### src/rtl/rgb_led_arbiter_if.sv
// Requester/LED-side bundle for rgb_led_arbiter.
// Define LED_PWM_EN to add the duty input and the PWM_BITS parameter.
interface rgb_led_arbiter_if #(
    parameter int N_REQ = 4
`ifdef LED_PWM_EN
  , parameter int PWM_BITS = 8
`endif
);
    logic [N_REQ-1:0]   req;
    logic [3*N_REQ-1:0] color;
    logic [N_REQ-1:0]   gnt;
    logic               red;
    logic               green;
    logic               blue;
    logic               busy;
`ifdef LED_PWM_EN
    logic [PWM_BITS-1:0] duty;

    modport master (
        output req, color, duty,
        input  gnt, red, green, blue, busy
    );
    modport slave (
        input  req, color, duty,
        output gnt, red, green, blue, busy
    );
`else
    modport master (
        output req, color,
        input  gnt, red, green, blue, busy
    );
    modport slave (
        input  req, color,
        output gnt, red, green, blue, busy
    );
`endif
endinterface

### src/rtl/rgb_led_arbiter.sv
// Round-robin arbiter sharing one RGB LED between N_REQ requesters.
// Define LED_PWM_EN to gate the LED pins with a duty-cycle PWM.
module rgb_led_arbiter #(
    parameter int N_REQ      = 4,
    parameter int HOLD_TICKS = 1000
`ifdef LED_PWM_EN
  , parameter int PWM_BITS   = 8
`endif
) (
    input  logic clk,
    input  logic rst,
    rgb_led_arbiter_if.slave bus
);
    localparam int IW = $clog2(N_REQ);
    localparam int CW = $clog2(HOLD_TICKS + 1);
    localparam logic [CW-1:0] CNT_LAST = CW'(HOLD_TICKS - 1);
    localparam logic [N_REQ-1:0] ONE = {{(N_REQ-1){1'b0}}, 1'b1};

    typedef enum logic [1:0] {IDLE, HOLD, OPEN} state_t;

    state_t         state_q, state_d;
    logic [N_REQ-1:0] gnt_q, gnt_d;
    logic [CW-1:0]  cnt_q, cnt_d;
    logic [IW-1:0]  last_q, last_d;

    logic [N_REQ-1:0] cand;
    logic           win_v;
    logic [IW-1:0]  win_idx;
    logic           grant_new;
    logic           own_req;
    logic [2:0]     own_col;
    logic           pwm_on;

    always_ff @(posedge clk) begin
        if (!rst) begin
            state_q <= IDLE;
            gnt_q   <= '0;
            cnt_q   <= '0;
            last_q  <= IW'(N_REQ - 1);
        end else begin
            state_q <= state_d;
            gnt_q   <= gnt_d;
            cnt_q   <= cnt_d;
            last_q  <= last_d;
        end
    end

    // The owner is never a candidate; in IDLE gnt_q is zero anyway.
    always_comb begin
        cand    = bus.req & ~gnt_q;
        win_v   = 1'b0;
        win_idx = last_q;
        for (int i = 1; i <= N_REQ; i++) begin
            if (!win_v && cand[(int'(last_q) + i) % N_REQ]) begin
                win_v   = 1'b1;
                win_idx = IW'((int'(last_q) + i) % N_REQ);
            end
        end
    end

    assign own_req = |(bus.req & gnt_q);

    always_comb begin
        state_d   = state_q;
        gnt_d     = gnt_q;
        cnt_d     = cnt_q;
        last_d    = last_q;
        grant_new = 1'b0;
        unique case (state_q)
            IDLE: grant_new = win_v;
            HOLD, OPEN: begin
                if (!own_req) begin
                    if (win_v) begin
                        grant_new = 1'b1;
                    end else begin
                        state_d = IDLE;
                        gnt_d   = '0;
                        cnt_d   = '0;
                    end
                end else if (state_q == HOLD) begin
                    if (cnt_q != CNT_LAST) cnt_d = cnt_q + 1'b1;
                    if (cnt_d == CNT_LAST) state_d = OPEN;
                end else begin
                    grant_new = win_v;
                end
            end
            default: state_d = IDLE;
        endcase
        // A one-tick hold is already expired at the moment of granting.
        if (grant_new) begin
            gnt_d   = ONE << win_idx;
            last_d  = win_idx;
            cnt_d   = '0;
            state_d = (HOLD_TICKS == 1) ? OPEN : HOLD;
        end
    end

`ifdef LED_PWM_EN
    logic [PWM_BITS-1:0] pwm_q;

    always_ff @(posedge clk) begin
        if (!rst) pwm_q <= '0;
        else      pwm_q <= pwm_q + 1'b1;
    end

    assign pwm_on = (pwm_q < bus.duty);
`else
    assign pwm_on = 1'b1;
`endif

    // While a grant is active, last_q always names its owner.
    always_comb begin
        own_col   = bus.color[3*last_q +: 3];
        bus.gnt   = gnt_q;
        bus.busy  = |gnt_q;
        bus.red   = bus.busy & pwm_on & own_col[2];
        bus.green = bus.busy & pwm_on & own_col[1];
        bus.blue  = bus.busy & pwm_on & own_col[0];
    end
endmodule
### src/flat_wrapper.sv
// flat-port wrapper written by rule: the top's interface ports become plain ports
module rgb_led_arbiter_flat 
#(
    parameter int N_REQ      = 4,
    parameter int HOLD_TICKS = 1000

)
  (clk, rst, bus_req, bus_color, bus_gnt, bus_red, bus_green, bus_blue, bus_busy);
  rgb_led_arbiter_if #(.N_REQ(N_REQ)) bus_i ();
  input  logic clk;
  input  logic rst;
  input wire logic [$bits(bus_i.req)-1:0] bus_req;
  input wire logic [$bits(bus_i.color)-1:0] bus_color;
  output wire logic [$bits(bus_i.gnt)-1:0] bus_gnt;
  output wire logic [$bits(bus_i.red)-1:0] bus_red;
  output wire logic [$bits(bus_i.green)-1:0] bus_green;
  output wire logic [$bits(bus_i.blue)-1:0] bus_blue;
  output wire logic [$bits(bus_i.busy)-1:0] bus_busy;
  assign bus_i.req = bus_req;
  assign bus_i.color = bus_color;
  assign bus_gnt = bus_i.gnt;
  assign bus_red = bus_i.red;
  assign bus_green = bus_i.green;
  assign bus_blue = bus_i.blue;
  assign bus_busy = bus_i.busy;
  rgb_led_arbiter #(.N_REQ(N_REQ), .HOLD_TICKS(HOLD_TICKS)) u_core (.clk(clk), .rst(rst), .bus(bus_i));
endmodule
### config.mk
export PLATFORM = sky130hd
export DESIGN_NAME = rgb_led_arbiter_flat
export DESIGN_NICKNAME = d
export VERILOG_FILES = /design/src/rtl/rgb_led_arbiter_if.sv /design/src/rtl/rgb_led_arbiter.sv /design/src/flat_wrapper.sv
export SDC_FILE = /design/constraint.sdc
export NUM_CORES = 1
export LEC_CHECK = 0
export ABC_CLOCK_PERIOD_IN_PS = 2700
export CAP_MARGIN = 20
export CELL_PAD_IN_SITES_DETAIL_PLACEMENT = 0
export CELL_PAD_IN_SITES_GLOBAL_PLACEMENT = 1
export CORE_UTILIZATION = 36
export DETAILED_ROUTE_END_ITERATION = 16
export DONT_BUFFER_PORTS = 1
export HOLD_SLACK_MARGIN = 0.06
export PLACE_DENSITY = 0.63
export SLEW_MARGIN = 10
export SYNTH_ARGS = -nofsm -noshare
export SYNTH_HDL_FRONTEND = slang
export SYNTH_SLANG_ARGS = --single-unit
### constraint.sdc
create_clock -name clk -period 2.7 [get_ports clk]
set_clock_uncertainty 0.05 [all_clocks]
set_input_delay 0.81 -clock clk [delete_from_list [all_inputs] [get_ports clk]]
set_output_delay 0.81 -clock clk [all_outputs]
set_load 0.1 [all_outputs]
==> metrics.txt <==
Setup violations, final 0; RSZ-0062 raised after global routing no; overall routed net length slightly below 4000 um; Std-Cell Rows 22; Comb pwr share 71.8%; setup TNS 0 ns; period utilisation layout 94.1%; crit path max fanout 8; FMAX between 300 and 400 MHz; area grow syn2layout 20.3%; Worst setup EP type output pin; #FFs+latches synth 18; Synth Flop Type dfxtp_1; final instance area between 0.0015 and 0.002 mm2; # Post-CTS Setup Buffers 0; Core Area about 0.0037 mm2; CP required ~1.8 ns; layout net count 205; Power Total 2.27 mW; hold_buf cts 0; Cell Area, Placed between 0.0015 and 0.002 mm2; DRC violations left 0; Max-cap violations 0; TritonCTS Buffers 3; dpl ws between 0.2 and 0.25 ns; crit start category flop; Worst Path Arrival around 1.7 ns; Synth cell types 53; Detailed Place HPWL 2960 um; sequential area share after synthesis 26.0%; Avg WL per Cell 16.9 um; Final WS setup approximately 0.16 ns; Setup CP Type reg2out; Final Slew Violations 0; layout cell share with drive strength beyond 1 around 22%; GRT Total Usage between 10% and 20%; Seq pwr share 18.0%; Die Width approximately 64 um; relative slew slack between 50% and 60%; first-pass GRT wire length roughly 6400 um; status completed; internal power just over 1 mW; vias post-DR 1426; Overflow after GRT 0; Avg Cell Area, Syn around 8.1 um2; FFs w/ async S/R, synth 0%; number of port buffers 0; static leakage approximately 0.6 nW; drt first pass iters 4; boundary pin count 26; fill cell count approximately 360; P_sw between 1 and 1.5 mW; Post-Syn Instances 171; Yosys warnings 0; commonest non-fill, non-tap cell in the layout dfxtp_1; number of hold violations in the final report 0; Routed Antenna Nets 0; initial core utilization a little under two fifths; total clock sinks 18; clock tree buffer depth 2; Net Count, Synth about 190; clk_lat worst skew 0.26 ns; Die Height 64 um; worst min-delay path class reg2reg; most frequent cells in the layout dfxtp_1, a21oi_1, o21ai_0; Max VDD drop 0.000724 V; Post-synth EDFFs 0; largest net degree at the start of global routing 12; proportion of power drawn by the clock network between 10% and 20%; routability cong. just over 0.8; Worst Tran Pin Value around 0.64 ns; vias in the first global route ~1300; H-tree depth reported by CTS 1; clock-pin slew on the worst setup and hold paths ~0.080 ns; die area between 0.004 and 0.005 mm2; CTS tree done; Power Dens Cells between 1000 and 1500 mW/mm2; Switching Share 54.9%; cell chosen for the clock root clkbuf_8; synthesized cell area roughly 0.0014 mm2; Resized Gates After CTS 0; initial antenna violation count 0; worst hold slack between 0.5 and 0.6 ns; antenna cells 0; initial DRC count ~110; Via density between 6 and 7; post-layout minimum cycle time about 2.5 ns
[power groups by stage]
stage	combinational (mW)	clock [mW]	sequential, mW
6_report	1.63	0.231	0.409
5_1_grt	1.72	0.245	0.422
4_1_cts	1.64	0.236	0.409
3_5_place_dp	1.64	0	0.416
3_3_place_gp	1.62	0	0.412
2_1_floorplan	1.00	0	0.564
[through the flow]
step / instances / utilization, %
after floorplan: 171 / -
after global placement: 225 / 44.0
after detailed placement: 225 / 44.0
after CTS: 229 / 45.5
after global routing: 229 / 45.5
final: 229 / 45.5
[per-layer routing]
layer  up-vias  GRT usage (%)  wire length, um
met4         0           4.83               34
met1       678           27.6             1850
li1        690              -                -
met5         -              0                0
met2        52           31.8             1760
met3         6           3.21              235
[final cells by class]
type                       instances  area, um2  share of cell area (%)
sequential                        18        364                    21.9
inverter                           9       33.8                    2.03
timing repair buffer              15        163                    9.77
clock buffer                       4       55.1                    3.31
multi-input combinational        135        990                    59.4
tap                               48       60.1                    3.61
[logic make-up (layout without fill, tap and decap cells)]
logic type	after synthesis	count (layout)	share of synthesized area (%)
DFF	18	18	26.0
muxes	5	5	6.42
xor gates and xnor gates	1	1	0.633
adders and majority gates	5	5	4.52
and+or+nand+nor	59	59	24.1
buffers and inverters	18	28	5.15
AOI/OAI and AO/OA	65	65	33.1
[synth_stat cells (all sizes together) (2+ instances only)]
cell type	count	area, um2
nand2	7	26.3
ha	5	62.6
or2	2	12.5
a22oi	2	15.0
a31oi	4	25.0
a41o	2	20.0
a311oi	4	35.0
clkbuf	6	22.5
a32o	4	40.0
o21ai	15	75.1
nand4	3	18.8
o221a	2	22.5
nand2b	4	25.0
a41oi	3	26.3
o311ai	2	17.5
nor3b	4	30.0
or4	2	20.0
nor2	13	48.8
buf	3	15.0
inv	9	33.8
mux4	3	67.6
and4	2	17.5
nand3	5	30.0
nor4	2	12.5
a21oi	14	70.1
dfxtp	18	360
or3	2	13.8
nor2b	5	31.3
a22o	2	17.5
and3	3	20.0
nor3	4	20.0
[worst max-delay path, stage by stage, from the launching register on]
cell and delay, ns:
dfxtp_1 0.54, mux4_2 0.55, nor2b_4 0.15, buf_12 0.18
[sequential cells by signal, indices dropped and copies added, names as in the netlist]
register / cells
u_core.state_q: 2
u_core.cnt_q: 10
u_core.bus.gnt: 4
u_core.last_q: 2
[final timing paths]
kind               startpoint                 to  slack (ns)  depth (start not counted)
max          u_core.last_q[0]          bus_green        0.16                          3
min           u_core.cnt_q[9]    u_core.cnt_q[9]        0.51                          1
max reg2reg   u_core.cnt_q[0]  u_core.state_q[0]        0.29                          6
min reg2reg   u_core.cnt_q[9]    u_core.cnt_q[9]        0.51                          1
(Power assumes the default switching activity.)
